[src/rtl/alu_share_arbiter_pkg.sv]
// Shared definitions for the ALU sharing arbiter: ALUOp encodings, the
// legal-op check and the FSM state type.
package alu_share_arbiter_pkg;

    localparam logic [3:0] ALU_AND = 4'b0000;
    localparam logic [3:0] ALU_OR  = 4'b0001;
    localparam logic [3:0] ALU_ADD = 4'b0010;
    localparam logic [3:0] ALU_SUB = 4'b0110;
    localparam logic [3:0] ALU_NOR = 4'b1100;

    typedef enum logic [1:0] {
        StIdle = 2'd0,
        StExec = 2'd1,
        StResp = 2'd2
    } state_e;

    // True when op is one of the five ALUOp codes the ALU implements.
    function automatic logic is_legal_op(input logic [3:0] op);
        logic legal;
        case (op)
            ALU_AND, ALU_OR, ALU_ADD, ALU_SUB, ALU_NOR: legal = 1'b1;
            default:                                    legal = 1'b0;
        endcase
        return legal;
    endfunction

endpackage

[src/rtl/alu_share_arbiter_rr_arbiter.sv]
// Combinational round-robin arbiter: one-hot grant to the first requester at
// or after ptr_i, wrapping modulo NREQ. Reusable for any shared resource.
module rr_arbiter #(
    parameter int unsigned NREQ = 2,
    localparam int unsigned PtrW = (NREQ > 1) ? $clog2(NREQ) : 1
) (
    input  logic [NREQ-1:0] req_i,
    input  logic [PtrW-1:0] ptr_i,
    output logic [NREQ-1:0] grant_o
);

    int unsigned idx;
    logic        found;

    // Scan upward from the pointer and take the first active request.
    always_comb begin
        grant_o = '0;
        found   = 1'b0;
        idx     = 0;
        for (int unsigned i = 0; i < NREQ; i++) begin
            idx = (32'(ptr_i) + i) % NREQ;
            if (!found && req_i[idx]) begin
                grant_o[idx] = 1'b1;
                found        = 1'b1;
            end
        end
    end

endmodule

[src/rtl/alu_share_arbiter.sv]
// Shares one external combinational ALU between NREQ requesters. Grants
// round-robin in IDLE, drives the ALU from captured operands for one EXEC
// cycle, then holds a registered response until its owner consumes it.
module alu_share_arbiter
    import alu_share_arbiter_pkg::*;
#(
    parameter int unsigned WIDTH = 64,
    parameter int unsigned NREQ  = 2
) (
    input  logic              clk,
    input  logic              reset,
    input  logic [NREQ-1:0]   req_valid,
    output logic [NREQ-1:0]   req_ready,
    input  logic [NREQ*WIDTH-1:0] req_a,
    input  logic [NREQ*WIDTH-1:0] req_b,
    input  logic [NREQ*4-1:0] req_op,
    output logic [NREQ-1:0]   resp_valid,
    input  logic [NREQ-1:0]   resp_ready,
    output logic [WIDTH-1:0]  resp_result,
    output logic              resp_zero,
    output logic              resp_err,
    output logic [WIDTH-1:0]  alu_a,
    output logic [WIDTH-1:0]  alu_b,
    output logic [3:0]        alu_op,
    input  logic [WIDTH-1:0]  alu_result
);

    localparam int unsigned PtrW = (NREQ > 1) ? $clog2(NREQ) : 1;

    state_e            state_q;
    logic [PtrW-1:0]   ptr_q;
    logic [PtrW-1:0]   owner_q;
    logic [WIDTH-1:0]  cap_a_q;
    logic [WIDTH-1:0]  cap_b_q;
    logic [3:0]        cap_op_q;
    logic [WIDTH-1:0]  resp_result_q;
    logic              resp_zero_q;
    logic              resp_err_q;
    logic [NREQ-1:0]   resp_valid_q;

    logic [NREQ-1:0]   grant;
    logic [PtrW-1:0]   grant_idx;
    logic [WIDTH-1:0]  sel_a;
    logic [WIDTH-1:0]  sel_b;
    logic [3:0]        sel_op;

    rr_arbiter #(
        .NREQ (NREQ)
    ) u_rr_arbiter (
        .req_i   (req_valid),
        .ptr_i   (ptr_q),
        .grant_o (grant)
    );

    // Encode the one-hot grant and mux the granted requester's operands.
    always_comb begin
        grant_idx = '0;
        sel_a     = '0;
        sel_b     = '0;
        sel_op    = '0;
        for (int unsigned i = 0; i < NREQ; i++) begin
            if (grant[i]) begin
                grant_idx = PtrW'(i);
                sel_a     = req_a[i*WIDTH +: WIDTH];
                sel_b     = req_b[i*WIDTH +: WIDTH];
                sel_op    = req_op[i*4 +: 4];
            end
        end
    end

    // Accept only in IDLE, and never while reset is asserted.
    always_comb begin
        req_ready = (state_q == StIdle && !reset) ? grant : '0;
    end

    // Sequencer: capture on handshake, sample ALU in EXEC, hold until popped.
    always_ff @(posedge clk or posedge reset) begin
        if (reset) begin
            state_q       <= StIdle;
            ptr_q         <= '0;
            owner_q       <= '0;
            cap_a_q       <= '0;
            cap_b_q       <= '0;
            cap_op_q      <= '0;
            resp_result_q <= '0;
            resp_zero_q   <= 1'b0;
            resp_err_q    <= 1'b0;
            resp_valid_q  <= '0;
        end else begin
            case (state_q)
                StIdle: begin
                    if (|req_ready) begin
                        cap_a_q  <= sel_a;
                        cap_b_q  <= sel_b;
                        cap_op_q <= sel_op;
                        owner_q  <= grant_idx;
                        state_q  <= StExec;
                    end
                end
                StExec: begin
                    resp_result_q <= alu_result;
                    resp_zero_q   <= (alu_result == '0);
                    resp_err_q    <= !is_legal_op(cap_op_q);
                    resp_valid_q  <= NREQ'(1) << owner_q;
                    state_q       <= StResp;
                end
                StResp: begin
                    if (resp_ready[owner_q]) begin
                        resp_valid_q <= '0;
                        ptr_q        <= (owner_q == PtrW'(NREQ - 1)) ? '0 : owner_q + 1'b1;
                        state_q      <= StIdle;
                    end
                end
                default: state_q <= StIdle;
            endcase
        end
    end

    assign alu_a       = cap_a_q;
    assign alu_b       = cap_b_q;
    assign alu_op      = cap_op_q;
    assign resp_valid  = resp_valid_q;
    assign resp_result = resp_result_q;
    assign resp_zero   = resp_zero_q;
    assign resp_err    = resp_err_q;

endmodule

[config.mk]
export PLATFORM = sky130hd
export DESIGN_NAME = alu_share_arbiter
export DESIGN_NICKNAME = d
export VERILOG_FILES = /design/src/rtl/alu_share_arbiter_pkg.sv /design/src/rtl/alu_share_arbiter_rr_arbiter.sv /design/src/rtl/alu_share_arbiter.sv
export SDC_FILE = /design/constraint.sdc
export NUM_CORES = 1
export LEC_CHECK = 0
export BUFFER_PORTS_ARGS = -buffer_cell sky130_fd_sc_hd__clkbuf_2
export CAP_MARGIN = 20
export CORE_AREA = 5 5 204 206
export DETAILED_ROUTE_END_ITERATION = 8
export DIE_AREA = 0 0 209 211
export RECOVER_POWER = 100
export SLEW_MARGIN = 10
export SYNTH_ARGS = -nofsm -noshare
export SYNTH_HDL_FRONTEND = slang
export SYNTH_SLANG_ARGS = --single-unit
[constraint.sdc]
create_clock -name clk -period 8.3 [get_ports clk]
set_input_delay 0.415 -clock clk [delete_from_list [all_inputs] [get_ports clk]]
set_output_delay 0.415 -clock clk [all_outputs]
set_load 0.02 [all_outputs]
=== Word-level counts from Yosys, hierarchy flattened ===
Index checks and enable logic that the tools add are counted.

* Bitwise logic cells: 1
* $mul: 0
* Div/mod/pow operators: 0
* Reduce and logical (&&, ||, !) cells: 17
* Magnitude comparators: 5
* $add $sub $neg: 2
* Eq/ne operators: 8
* Multiplexer cells: 28
* Shift-type cells: 1

{| class="wikitable"
|+ Operator list
! kind !! count
|-
| 2-to-1 mux 64 bit || 4
|-
| zero test 64 bit || 1
|-
| 2-to-1 mux 1 bit || 13
|-
| 2-to-1 mux 2 bit || 5
|-
| 2-to-1 mux 4 bit || 2
|-
| AND reduction 2 bit || 4
|-
| less-than comparator 1 x 2 -> 1 bit (second input constant) || 3
|-
| case mux 2 bit (3 select lines) || 1
|-
| OR reduction 5 bit || 1
|-
| == test 4 x 1 -> 1 bit (second input constant) || 1
|-
| == test 4 x 2 -> 1 bit (second input constant) || 1
|-
| == test 4 x 3 -> 1 bit (second input constant) || 1
|-
| == test 4 bit (second input constant) || 1
|-
| logical AND 1 bit || 4
|-
| zero test 4 bit || 1
|-
| case mux 2 bit (2 select lines) || 1
|-
| zero test 1 bit || 3
|-
| adder 1 bit (second input constant) || 2
|-
| demux 1 bit (select 1 bit) || 2
|-
| == test 2 x 1 -> 1 bit (second input constant) || 1
|-
| == test 2 bit (second input constant) || 1
|-
| greater-or-equal comparator 1 bit (second input constant) || 2
|-
| zero test 2 bit || 1
|-
| != test 2 x 1 -> 1 bit (second input constant) || 1
|-
| 5 further kinds || 5
|}

* Logic and storage cells: 72
* Memory bits (read-only): 0
* Bits in writable memories: 0
* Memories kept: 0
* Latch bits: 0
* Output and inout bits: 202
* Bits of input ports: 334
* Bits in registers: 204

=== Logic depth before layout (Yosys ltp) ===
* Depth in word-level cells: 11
* Gate-level depth with buffers: 7
* Gate-level depth less buffers: 4

=== By module ===
From an unflattened synthesis, not the netlist that was laid out.

* Cells, all modules: 795
* Area, all modules: 8689.6 um2

{| class="wikitable"
|+ By module, submodules not included
! module !! area each (um2) !! cells each !! times used !! sequential area each (um2)
|-
| alu_share_arbiter || 8670.8 || 792 || 1 || 5104.9
|-
| rr_arbiter || 18.8 || 3 || 1 || 0.0
|}

=== Least setup slack after synthesis ===
No wires, ideal clock.

* Path kind: reg2out
* From: register state_q[1]
* To: output port req_ready[0]
* Arrival time: 1.536 ns
* Setup slack: 6.349 ns
* Path buffers: 4
* Data required time: 7.885 ns
* Stages on the path, launching flop included: 7
* Path through: dfrtp_1 -> buf_6 -> or3_1 -> buf_6 -> buf_12 -> buf_8 -> nor2_1

* Word-level cells in the longest chain between the ends: 3

{| class="wikitable"
|+ Ends and longest elaborated chain
! what !! RTL line !! text
|-
| from (decl) || alu_share_arbiter.sv:30 || <nowiki>state_e state_q;</nowiki>
|-
| from (signal assigned) || alu_share_arbiter.sv:79 || <nowiki>state_q <= StIdle;</nowiki>
|-
| from (signal assigned) || alu_share_arbiter.sv:97 || <nowiki>state_q <= StExec;</nowiki>
|-
| from (signal assigned) || alu_share_arbiter.sv:105 || <nowiki>state_q <= StResp;</nowiki>
|-
| zero test 2 bit || alu_share_arbiter.sv:73 || <nowiki>req_ready = (state_q == StIdle && !reset) ? grant : '0;</nowiki>
|-
| logical AND 1 bit || alu_share_arbiter.sv:73 ||
|-
| 2-to-1 mux 2 bit || alu_share_arbiter.sv:73 ||
|-
| to (decl) || alu_share_arbiter.sv:13 || <nowiki>output logic [NREQ-1:0] req_ready,</nowiki>
|}

No other way between the ends.

=== Worst setup path after layout ===
* From: input port reset
* To: output port req_ready[0]

* Word-level cells in the longest chain between the ends: 3

{| class="wikitable"
|+ Ends and longest elaborated chain
! what !! RTL line !! text
|-
| from (decl) || alu_share_arbiter.sv:11 || <nowiki>input logic reset,</nowiki>
|-
| zero test 1 bit (no line) || n/a ||
|-
| logical AND 1 bit || alu_share_arbiter.sv:73 ||
|-
| 2-to-1 mux 2 bit || alu_share_arbiter.sv:73 ||
|}

No other way between the ends.

==> out/metrics.yaml <==
synthDistinctLibCells: 32
clkLatencyLatePin_ns: 0.52
grt_pass1_wl_mm: 50.82
worstHoldStart: "alu_result[50]"
grt_setup_unrepaired: "no"
hold_path_end: "resp_result[50]"
worstMarginPinSlew_ns: 3.651
areaGrowthSynthToFinish_pct: 40.94
final_common_cell: "nand2_1"
seq_area_um2: 5105
numPortBuffers: 535
critPathCaptureType: "output pin"
ir_worst_vdd_mv: 0.1724
ys.warnings.count: 0
wl_mm: 33.11
setup_violations: 0
synth_nets: 1265
syn_area_um2: 8778
numCtsBuffers: 24
initial_core_util_pct: 22.25
die_area_um2: 44100
avgSynthCellArea_um2: 9.429
r2r-start: "state_q[1]"
htreeDepth: 1
ys_ff_latch: 204
slew_headroom_pct: -143.4
root_buffer: "clkbuf_16"
synth_cells: 931
hold_class: "in -> reg"
drc: 0
final_cell_mix: "336 x nand2_1, 333 x clkbuf_2, 211 x clkbuf_1, 204 x dfrtp_1, 136 x o21ai_0"
regToRegSetupSlack_ns: 4.23
antenna_found_initial: 1
tns_ns: 0
cts.clk_slew.worst_paths_ns: 0.06
avgRoutedWirePerCell_um: 16.79
maxCapViolations: 7
diodes: 0
hold_viol: 0
multiInputGateArea_um2: 3238
setup.worst_path.class: "in -> out"
clock.fmax_ghz: 0.2087
ios: 536
worst_ep_arrival_time_ns: 4.38
firstDrtPassIters: 7
drv_slew: 486
final.setup_skew_ns: 0.008195
via_count: 8854
ant_nets: 0
holdPathStages: 3
startpoint_type: "input pin"
post-route-period-util_pct: 57.72
utilization_pct: 31.35
leakage_nw: 6.047
fp.dieW_um: 209
drive_above_1_share_pct: 26.61
finalNetCount: 1763
clock_sinks: 204
cts_tree: "built"
drt_iter0_drc: 503
status: "finished, violations left"
period_minus_slack_ns: 4.791
die_h_um: 211
gr-total-overflow: 0
reg2reg_to: "alu_a[60]"
core_um2: 39460
post_drt_via_cell_ratio: 4.490
grt_pass1_vias: 9224
fillerInstances: 4323
cp.required_ns: 7.89
cp_slowest_cell: "clkbuf_1"
dpl.hpwl_mm: 24.83
clockBufferDepth: 3
crit_fanout: 77
power_density_nw_per_um2: 394.3
crit_chain: "dlygate4sd3_1 -> clkbuf_1 -> or3_4 -> clkbuf_1 -> nor2_1 -> clkbuf_1"
slowest_delay_ns: 2.23
track_usage_pct: 14.04
violations: "max-capacitance violations, max-slew violations"
gp_congestion: 0.9428
crit_top_cell: "clkbuf_1"
grt_max_degree: 82
ys_seq_area_share_pct: 58.15
num_rows: 73
ff2ff_path_depth: 3
[worst max path at each step]
stage	from	to	slack, ns	cells past startpoint
2_1_floorplan	reset	alu_a[0]	2.32	1
3_3_place_gp	reset	req_ready[0]	5.52	5
3_5_place_dp	reset	req_ready[0]	5.55	5
4_1_cts	reset	req_ready[0]	4.97	6
5_1_grt	reset	req_ready[0]	3.17	6
6_report	reset	req_ready[0]	3.51	6
[logic make-up after synthesis]
group,Yosys count,share of synthesized area [%]
AO/OA/AOI/OAI,279,19.98
buffers and inverters,79,5.017
flip-flops,204,58.15
multiplexers,1,0.1283
AND/OR/NAND/NOR,368,16.72
[flip-flops by register name (all words and copies together), names as in the netlist, 2 cells and up]
name	cells
alu_a	64
alu_b	64
resp_result	64
alu_op	4
resp_valid	2
state_q	2
[per-stage QoR]
stage / worst slack (ns) / hold slack (ns) / area (µm²) / total power [mW] / instances
after detailed placement: 5.546 / 0.4617 / 11800 / 3.931 / 1927
after floorplan: 2.318 / 0.4890 / 8778 / 3.076 / 931
final: 3.509 / 0.09947 / 12370 / 4.879 / 1972
after global placement: 5.516 / 0.4580 / 11800 / 3.888 / 1927
after global routing: 3.172 / 0.07681 / 12370 / 5.225 / 1972
after CTS: 4.972 / 0.07027 / 12670 / 5.098 / 1972
[worst max-delay path: cells and delay by family]
| family | cells | cell delay [ns] |
|---|---|---|
| buf+inv | 4 | 3.22 |
| simple gates | 2 | 0.67 |
[Yosys cell counts, drive strengths merged]
library cell / count / area share, %
nand2: 336 / 14
dfrtp: 204 / 58
o21ai: 139 / 8.1
a22oi: 132 / 11
buf: 43 / 3.5
clkbuf: 31 / 1.3
nor4: 16 / 1.1
inv: 5 / 0.21
a21oi: 4 / 0.23
nand4: 3 / 0.21
and2: 2 / 0.14
nor2b: 2 / 0.23
or3: 2 / 0.14
a21boi: 1 / 0.13
a221oi: 1 / 0.10
a31oi: 1 / 0.071
and2b: 1 / 0.086
mux2: 1 / 0.13
nand2b: 1 / 0.071
nand3: 1 / 0.057
nor2: 1 / 0.043
nor3: 1 / 0.057
o22ai: 1 / 0.071
or2b: 1 / 0.086
or4: 1 / 0.086
[where the power goes]
| part | switching [mW] | internal (mW) | leakage (nW) |
|---|---|---|---|
| Clock | 0.419 | 0.712 | 0.427 |
| Combinational | 1.43 | 0.537 | 3.08 |
| Sequential | 0.293 | 1.49 | 2.54 |
[final cells by class]
cell class	count	area share [%]
clock inverter	8	0.9506
clock buffer	36	6.038
sequential	204	41.26
inverter	5	0.1618
timing repair buffer	546	20.11
multi-input combinational	648	26.17
tap	525	5.309
[routing by layer]
| layer | wire, µm | part of all wire [%] | GRT usage, % | up-vias |
|---|---|---|---|---|
| li1 | - | - | - | 4212 |
| met1 | 13200 | 40 | 16.94 | 4211 |
| met2 | 16670 | 50 | 25.01 | 384 |
| met3 | 2441 | 7.4 | 3.297 | 47 |
| met4 | 799 | 2.4 | 4.230 | 0 |
| met5 | 0 | 0 | 0 | - |
[timing repair]
| action | CTS | global route |
|---|---|---|
| endpoints found under the hold margin | 1 | 0 |
| resized for setup | 0 | 0 |
| hold buffers | 1 | 0 |
| buffers inserted | 0 | 0 |
Note: power is estimated with default switching activity, not from simulation.
